[config.mk]
export PLATFORM = sky130hd
export DESIGN_NAME = logic_unit_pipe
export DESIGN_NICKNAME = d
export VERILOG_FILES = /design/src/rtl/logic_unit_pkg.sv /design/src/rtl/logic_unit_pipe_sync_fifo.sv /design/src/rtl/logic_unit_pipe.sv
export SDC_FILE = /design/constraint.sdc
export NUM_CORES = 1
export LEC_CHECK = 0
export CAP_MARGIN = 10
export CORE_UTILIZATION = 55
export DETAILED_ROUTE_END_ITERATION = 7
export PLACE_DENSITY_LB_ADDON = 0.1
export SYNTH_ARGS = -nofsm -noshare
export SYNTH_HDL_FRONTEND = slang
export SYNTH_SLANG_ARGS = --single-unit
[constraint.sdc]
create_clock -name clk -period 2.85 [get_ports clk]
set_clock_uncertainty 0.1 [all_clocks]
set_input_delay 0.57 -clock clk [delete_from_list [all_inputs] [get_ports clk]]
set_output_delay 0.57 -clock clk [all_outputs]
set_load 0.01 [all_outputs]
[src/rtl/logic_unit_pkg.sv]
// Shared definitions for the registered bitwise logic unit.
// Latency: none (types, constants and pure functions only).
// Backpressure: not applicable.
package logic_unit_pkg;

  typedef logic [2:0] op_t;

  localparam op_t OP_NOT     = 3'd0;
  localparam op_t OP_AND     = 3'd1;
  localparam op_t OP_NAND    = 3'd2;
  localparam op_t OP_OR      = 3'd3;
  localparam op_t OP_NOR     = 3'd4;
  localparam op_t OP_XOR     = 3'd5;
  localparam op_t OP_XNOR    = 3'd6;
  localparam op_t OP_ILLEGAL = 3'd7;

  // Width-agnostic: the top applies this per bit lane, so any WIDTH works.
  // Operand b is ignored for NOT; the illegal opcode forces the lane to 0.
  function automatic logic lu_bit(op_t op, logic a, logic b);
    logic r;
    r = 1'b0;
    case (op)
      OP_NOT:  r = ~a;
      OP_AND:  r = a & b;
      OP_NAND: r = ~(a & b);
      OP_OR:   r = a | b;
      OP_NOR:  r = ~(a | b);
      OP_XOR:  r = a ^ b;
      OP_XNOR: r = ~(a ^ b);
      default: r = 1'b0;
    endcase
    return r;
  endfunction

  function automatic logic op_is_illegal(op_t op);
    return (op == OP_ILLEGAL);
  endfunction

endpackage

[src/rtl/logic_unit_pipe_sync_fifo.sv]
// Synchronous FIFO with wrap-bit pointers; head output masked to zero when empty.
// Latency: a push is visible at the head on the cycle after the write edge.
// Backpressure: pushes ignored while full, pops ignored while empty.
module sync_fifo #(
  parameter int WIDTH_DATA = 10,
  parameter int DEPTH      = 4
) (
  input  logic                      clk,
  input  logic                      rst,
  input  logic                      push,
  input  logic [WIDTH_DATA-1:0]     push_dat,
  input  logic                      pop,
  output logic [WIDTH_DATA-1:0]     pop_dat,
  output logic                      full,
  output logic                      empty,
  output logic [$clog2(DEPTH):0]    count
);

  localparam int AW = $clog2(DEPTH);

  // One extra MSB per pointer distinguishes full from empty when indices match.
  logic [AW:0]           wr_ptr_q, wr_ptr_d;
  logic [AW:0]           rd_ptr_q, rd_ptr_d;
  logic [WIDTH_DATA-1:0] mem_q [DEPTH];
  logic                  do_push;
  logic                  do_pop;

  assign full    = (wr_ptr_q[AW-1:0] == rd_ptr_q[AW-1:0]) && (wr_ptr_q[AW] != rd_ptr_q[AW]);
  assign empty   = (wr_ptr_q == rd_ptr_q);
  assign do_push = push && !full;
  assign do_pop  = pop && !empty;

  // DEPTH is a power of two, so plain binary increment wraps the index naturally.
  always_comb begin
    wr_ptr_d = wr_ptr_q;
    rd_ptr_d = rd_ptr_q;
    if (do_push) wr_ptr_d = wr_ptr_q + {{AW{1'b0}}, 1'b1};
    if (do_pop)  rd_ptr_d = rd_ptr_q + {{AW{1'b0}}, 1'b1};
  end

  // Pointer state; reset discards every queued entry.
  always_ff @(posedge clk) begin
    if (rst) begin
      wr_ptr_q <= '0;
      rd_ptr_q <= '0;
    end else begin
      wr_ptr_q <= wr_ptr_d;
      rd_ptr_q <= rd_ptr_d;
    end
  end

  // Storage is not reset; stale contents never reach the port because of the empty mask.
  always_ff @(posedge clk) begin
    if (do_push && !rst) begin
      mem_q[wr_ptr_q[AW-1:0]] <= push_dat;
    end
  end

  assign pop_dat = empty ? '0 : mem_q[rd_ptr_q[AW-1:0]];

  // Modular pointer difference spans 0..DEPTH thanks to the wrap bit.
  assign count = wr_ptr_q - rd_ptr_q;

endmodule

[src/rtl/logic_unit_pipe.sv]
// Registered bitwise logic unit: decodes opcode, queues {err, zero, result} in a FIFO.
// Latency: one cycle from input accept to result at the head of an empty queue.
// Backpressure: in_ready drops when the queue is full; head holds while out_ready is low.
module logic_unit_pipe
  import logic_unit_pkg::*;
#(
  parameter int WIDTH      = 8,
  parameter int FIFO_DEPTH = 4
) (
  input  logic                          clk,
  input  logic                          rst,
  input  logic                          in_valid,
  output logic                          in_ready,
  input  logic [WIDTH-1:0]              in_a,
  input  logic [WIDTH-1:0]              in_b,
  input  logic [2:0]                    in_op,
  output logic                          out_valid,
  input  logic                          out_ready,
  output logic [WIDTH-1:0]              out_res,
  output logic                          out_zero,
  output logic                          out_err,
  output logic [$clog2(FIFO_DEPTH):0]   occupancy
);

  localparam int EW = WIDTH + 2;

  logic [WIDTH-1:0] res_d;
  logic             err_d;
  logic             zero_d;
  logic [EW-1:0]    entry_d;
  logic [EW-1:0]    head;
  logic             push;
  logic             pop;
  logic             full;
  logic             empty;

  // Result is purely combinational from the operands; it is only captured on accept.
  always_comb begin
    res_d = '0;
    for (int i = 0; i < WIDTH; i++) begin
      res_d[i] = lu_bit(in_op, in_a[i], in_b[i]);
    end
    err_d   = op_is_illegal(in_op);
    zero_d  = ~|res_d;
    entry_d = {err_d, zero_d, res_d};
  end

  // in_ready comes only from registered pointer state (plus reset), never from
  // in_valid or out_ready; holding it high during reset matches the post-reset value.
  assign in_ready  = rst || !full;
  assign push      = in_valid && in_ready && !rst;
  assign out_valid = !empty;
  assign pop       = out_valid && out_ready;

  sync_fifo #(
    .WIDTH_DATA (EW),
    .DEPTH      (FIFO_DEPTH)
  ) u_fifo (
    .clk      (clk),
    .rst      (rst),
    .push     (push),
    .push_dat (entry_d),
    .pop      (pop),
    .pop_dat  (head),
    .full     (full),
    .empty    (empty),
    .count    (occupancy)
  );

  // Head is already zero-masked inside the FIFO when empty.
  assign out_err  = head[EW-1];
  assign out_zero = head[EW-2];
  assign out_res  = head[WIDTH-1:0];

endmodule
Yosys cells after proc, flatten, opt, wreduce, memory -nomap -nowiden
Memories as Yosys holds them, arrays and structs flattened. A register that Yosys moved wholly into a read port is not among the register bits.
Index checks and enable logic that the tools add are counted.
{"block": "totals", "regBits": 6, "n_memories": 1, "elab_cells": 99, "mem_bits_rw": 40}
{"block": "classes", "bitwise_logic": 56, "reduce_logical": 14, "mux": 13, "eq_ne": 10, "n_addsub": 3}
{"memory": "u_fifo.mem_q", "depth": 4, "width": 10, "read_ports": 1, "rd_ports_with_merged_regs": 1, "write_ports": 1, "line": "logic_unit_pipe_sync_fifo.sv:24", "source": "logic [WIDTH_DATA-1:0] mem_q [DEPTH];"}
{"cell": "1-bit case mux with 7 select lines", "count": 8}
{"cell": "1-bit inverter", "count": 32}
{"cell": "3-bit == test (second input constant)", "count": 4}
{"cell": "10-bit two-way mux", "count": 1}
{"cell": "1-bit bitwise AND", "count": 8}
{"cell": "1-bit OR", "count": 8}
{"cell": "8-bit OR reduction", "count": 1}
{"cell": "1-bit bitwise XOR", "count": 8}
{"cell": "1-bit logical AND", "count": 7}
{"cell": "3-bit by 1-bit adder with 3-bit output (second input constant)", "count": 2}
{"cell": "3-bit by 2-bit == test with 1-bit output (second input constant)", "count": 2}
{"cell": "1-bit logical NOT", "count": 4}
{"cell": "2-bit two-way mux", "count": 2}
{"cell": "3-bit by 1-bit == test with 1-bit output (second input constant)", "count": 1}
{"cell": "3-bit == test", "count": 1}
{"cell": "3-bit logical NOT", "count": 1}
{"cell": "3-bit subtractor", "count": 1}
{"cell": "2-bit == test", "count": 1}
{"cell": "1-bit two-way mux", "count": 2}
{"cell": "1-bit logical OR", "count": 1}
{"cell": "1-bit != test", "count": 1}

Logic depth before layout (Yosys ltp)
{"block": "logic_depth", "word_depth": 10, "ltp_mapped": 8, "ltp_nobuf": 7}

By module
From an unflattened synthesis, not the netlist that was laid out.
{"block": "unflattened", "hier_cells": 232, "hier_area_um2": 2996.6}
{"module": "sync_fifo", "cells_per_inst": 133, "instances": 1, "area_each_um2": 2189.6}
{"module": "logic_unit_pipe", "cells_per_inst": 99, "instances": 1, "area_each_um2": 807.0}

Worst setup path before layout
No wires, ideal clock.
{"block": "synth_timing", "kind": "input to register", "from": "input in_a[3]", "to": "memory u_fifo.mem_q[0][8], data pin", "path_stages": 6, "setup_ns": 0.189, "arrival_ns": 1.988, "setup_slack_ns": 0.573, "required_ns": 2.561, "path_cell_list": "ha_1 -> nor2b_1 -> o211a_1 -> or4_4 -> nand4b_4 -> nor4b_4"}
{"block": "synth_between", "elab_chain_cells": 5}
{"item": "start, declared", "line": "logic_unit_pipe.sv:14", "source": "input logic [WIDTH-1:0] in_a,"}
{"item": "1-bit bitwise XOR, or another cell as far along", "line": "logic_unit_pkg.sv:28, logic_unit_pkg.sv:29"}
{"item": "1-bit inverter (on tied branches)", "line": "logic_unit_pkg.sv:29, logic_unit_pkg.sv:25, logic_unit_pkg.sv:27"}
{"item": "1-bit case mux with 7 select lines (*)", "line": "logic_unit_pkg.sv:22", "source": "case (op)"}
{"item": "via entry_d[3]", "line": "logic_unit_pipe.sv:30", "source": "logic [EW-1:0] entry_d;"}
{"item": "8-bit OR reduction (*)", "line": "logic_unit_pipe.sv:44", "source": "zero_d = ~|res_d;"}
{"item": "1-bit logical NOT (*)", "line": "logic_unit_pipe.sv:44"}
{"item": "via entry_d[8]", "line": "logic_unit_pipe.sv:30"}
{"item": "end, declared", "line": "logic_unit_pipe_sync_fifo.sv:24"}
The timed path passes the listed nets; every way through them passes the cells marked *.

Worst setup path after layout
{"block": "layout_timing", "from": "register u_fifo.wr_ptr_q[0]", "to": "output in_ready"}
{"block": "layout_between", "elab_chain_cells": 4}
{"item": "start, declared", "line": "logic_unit_pipe_sync_fifo.sv:22", "source": "logic [AW:0] wr_ptr_q, wr_ptr_d;"}
{"item": "start signal, assigned", "line": "logic_unit_pipe_sync_fifo.sv:47", "source": "wr_ptr_q <= wr_ptr_d;"}
{"item": "2-bit == test", "line": "logic_unit_pipe_sync_fifo.sv:28", "source": "assign full = (wr_ptr_q[AW-1:0] == rd_ptr_q[AW-1:0]) && (wr_ptr_q[AW] != rd_ptr_q[AW]);"}
{"item": "1-bit logical AND", "line": "logic_unit_pipe_sync_fifo.sv:28"}
{"item": "1-bit logical NOT", "line": "logic_unit_pipe.sv:50", "source": "assign in_ready = rst || !full;"}
{"item": "1-bit logical OR", "line": "logic_unit_pipe.sv:50"}
{"item": "end, declared", "line": "logic_unit_pipe.sv:13", "source": "output logic in_ready,"}
No other way between the ends.

==> results.cfg <==
[yosys]
synth-seq-cells = 48
synth-main-ff-cell = edfxtp_1
yosysWarnings = 0
yosys-top-cells-area = edfxtp_1 (43%), ha_1 (10%), mux4_2 (8.0%)
yosysUniqueCellTypes = 47
yosysTopAreaCell = edfxtp_1
synth_top_cell_area_share_pct = 42.8
ys_seq_area_share_pct = 48.5
synthCells = 228
synth_edf_count = 40
synth_area_per_cell_um2 = 12.3
synth_area_mm2 = 0.00281
syn_nets = 275
async_flop_share_pct = 0

[floorplan]
core_mm2 = 0.00482
io_pins = 38
initial_core_util_pct = 58.3
die_w_um = 73.4
die_y_um = 73.4
die_area_mm2 = 0.00539
rows = 25

[sta]
rsz0062_at_grt = false
slew_viol_final = 0
layout_setup_ws_ns = 0.123
fmax_mhz = 367
setup-violations-final = 0
slew_headroom_pct = 63.3
min_period_ns = 2.73
period_share_pct = 95.7
setup_tns_ns = 0
hold_violations = 0
worst_slew_pin_slew_ns = 0.544

[global_route]
grt_use_total_pct = 19.6
grt_pass1_vias = 1778
grt_max_degree = 18
grt_pass1_wl_um = 7870
grt_overflow_total = 0
antenna_found_initial = 0

[final_layout]
layout_commonest_cell = edfxtp_1
nets = 327
antennaDiodeCount = 0
utilization_pct = 72.0
fillers = 360
seq_area_mm2 = 0.00136
fin_cells = 348
mostFrequentLayoutCells = edfxtp_1 (40), clkdlybuf4s50_1 (36), inv_1 (24)
synthToLayoutAreaGrowth_pct = 23.6
drive_above_1_share_pct = 16.4
multi_input_area_mm2 = 0.00130

[outcome]
status = complete, no violations

[flow_run]
maxCapViolations = 0

[drt]
ant_nets = 0
firstDrtPassIters = 4
drt_iter0_markers = 78
vias = 1882
wl_per_cell_um = 13.8
route.detailed.drc = 0
viasPerCell = 5.41
drt-total-wl_um = 4790

[min_path]
hold_path_class = reg2reg
min_from = u_fifo.rd_ptr_q[2]$_SDFFE_PP0P_
min_to = u_fifo.rd_ptr_q[2]$_SDFFE_PP0P_
min_path_cells = 2

[pwr]
power_w = 0.00192
peakVddDrop_mv = 0.225
leakage_nw = 1.39
power_density_mw_per_mm2 = 554

[placed_design]
port_buffers = 37
place_ws_ns = -0.00464
dpl.hpwl_um = 3570
place.gp.congestion = 0.780
dp.cells = 340

[worst_setup_path]
startpoint_type = register
crit_buf_inv = 2
r2r_end = u_fifo.mem_q[0][7]$_DFFE_PP_
worst_ep_required_time_ns = 2.18
crit_path_max_fanout = 4
critPathCaptureType = output pin
regToRegSetupSlack_ns = 0.59
cp_cell_sequence = inv_1 -> ha_1 -> nand2_1 -> or3_1 -> clkdlybuf4s50_1
crit_slowest_cell = clkdlybuf4s50_1
worst-endpoint-arrival_ns = 2.06
r2r-start = u_fifo.wr_ptr_q[0]$_SDFFE_PP0P_
crit_family = buffers and inverters
cpPeakStageDelay_ns = 0.50
rr_worst_depth = 6
crit_type = reg2out

[cts]
cts_tree = done
cts_htree_levels = 2
clock-root-buffer = clkbuf_8
cts.clk_slew.worst_paths_ns = 0.08
clkLatencyLatePin_ns = 0.29
cts_buffer_depth = 2
cts_buffers = 5
cts.sinks = 48
## registers in the layout (all words and copies together) (netlist names), named ones only
signal           cells
u_fifo.mem_q        40
u_fifo.rd_ptr_q      3
u_fifo.wr_ptr_q      3
## synth_stat cells, types with 2 or more instances
cell,n
mux2i_1,8
ha_1,23
nand3_1,3
nor2b_1,2
nand2_1,3
o21ai_1,4
buf_4,3
and2_1,13
buf_1,2
nor3_1,6
a311oi_1,2
buf_2,3
or3_1,2
xnor2_1,4
o21ai_0,10
mux4_2,10
xor2_1,2
o22ai_1,5
dfxtp_1,8
inv_1,24
mux2_2,4
or2_1,2
nor2_1,17
a21oi_1,6
edfxtp_1,40
## how the worst max path moves through the flow
stage / depth (start not counted) / start / to / slack [ns]
5_1_grt: 5 / u_fifo.wr_ptr_q[0]$_SDFFE_PP0P_ / in_ready / 0.01
3_3_place_gp: 8 / in_a[0] / u_fifo.mem_q[0][8]$_DFFE_PP_ / 0.04
3_5_place_dp: 8 / in_a[3] / u_fifo.mem_q[2][8]$_DFFE_PP_ / -0.005
2_1_floorplan: 6 / in_a[3] / u_fifo.mem_q[0][8]$_DFFE_PP_ / 0.57
4_1_cts: 5 / u_fifo.wr_ptr_q[0]$_SDFFE_PP0P_ / occupancy[2] / 0.10
6_report: 5 / u_fifo.wr_ptr_q[0]$_SDFFE_PP0P_ / in_ready / 0.12
## through the flow
step                      cell area [um2]  hold slack (ns)
after floorplan                      2810            0.399
after global placement               3350            0.418
after detailed placement             3350            0.432
after CTS                            3460            0.454
after global routing                 3470            0.466
final                                3470            0.443
## layer usage
metal,part of all wire [%],global-route usage (%)
met1,44,23.8
met2,50,35.2
met3,4.1,3.57
met4,2.1,6.62
met5,0,0
## timing repair
item,4_1_cts,5_1_grt
gates resized for setup,1,2
buffers inserted,0,0
pin swaps,0,0
hold buffers,0,0
setup endpoints to repair,10,11
## where the power goes
part / total [W] / switching [W] / internal, W
sequential: 0.000826 / 0.0000222 / 0.000804
combinational: 0.000631 / 0.000279 / 0.000353
clock: 0.000463 / 0.000203 / 0.000260
## cell families (layout without fill, tap and decap cells)
group,after synthesis,in the layout,share of synthesized area (%)
flops,48,48,48.5
buf+inv,35,88,5.66
mux,22,22,12.5
fa+ha+maj,24,24,11.0
compound gates,36,36,8.25
xor+xnor,6,6,1.87
simple gates,57,57,12.3
## worst min-delay path: cells and delay by family, from the launching register on
kind / cells / cell delay (ns)
XOR/XNOR: 1 / 0.08
flip-flops: 1 / 0.36
AND/OR/NAND/NOR: 1 / 0.07
## layout make-up
type                       count  share of cell area [%]
clock buffer                   6                    2.09
tap                           67                    2.42
timing repair buffer          56                    15.2
sequential                    48                    39.2
clock inverter                 2                    1.01
multi-input combinational    145                    37.4
inverter                      24                    2.60
Note: power is estimated with default switching activity, not from simulation.
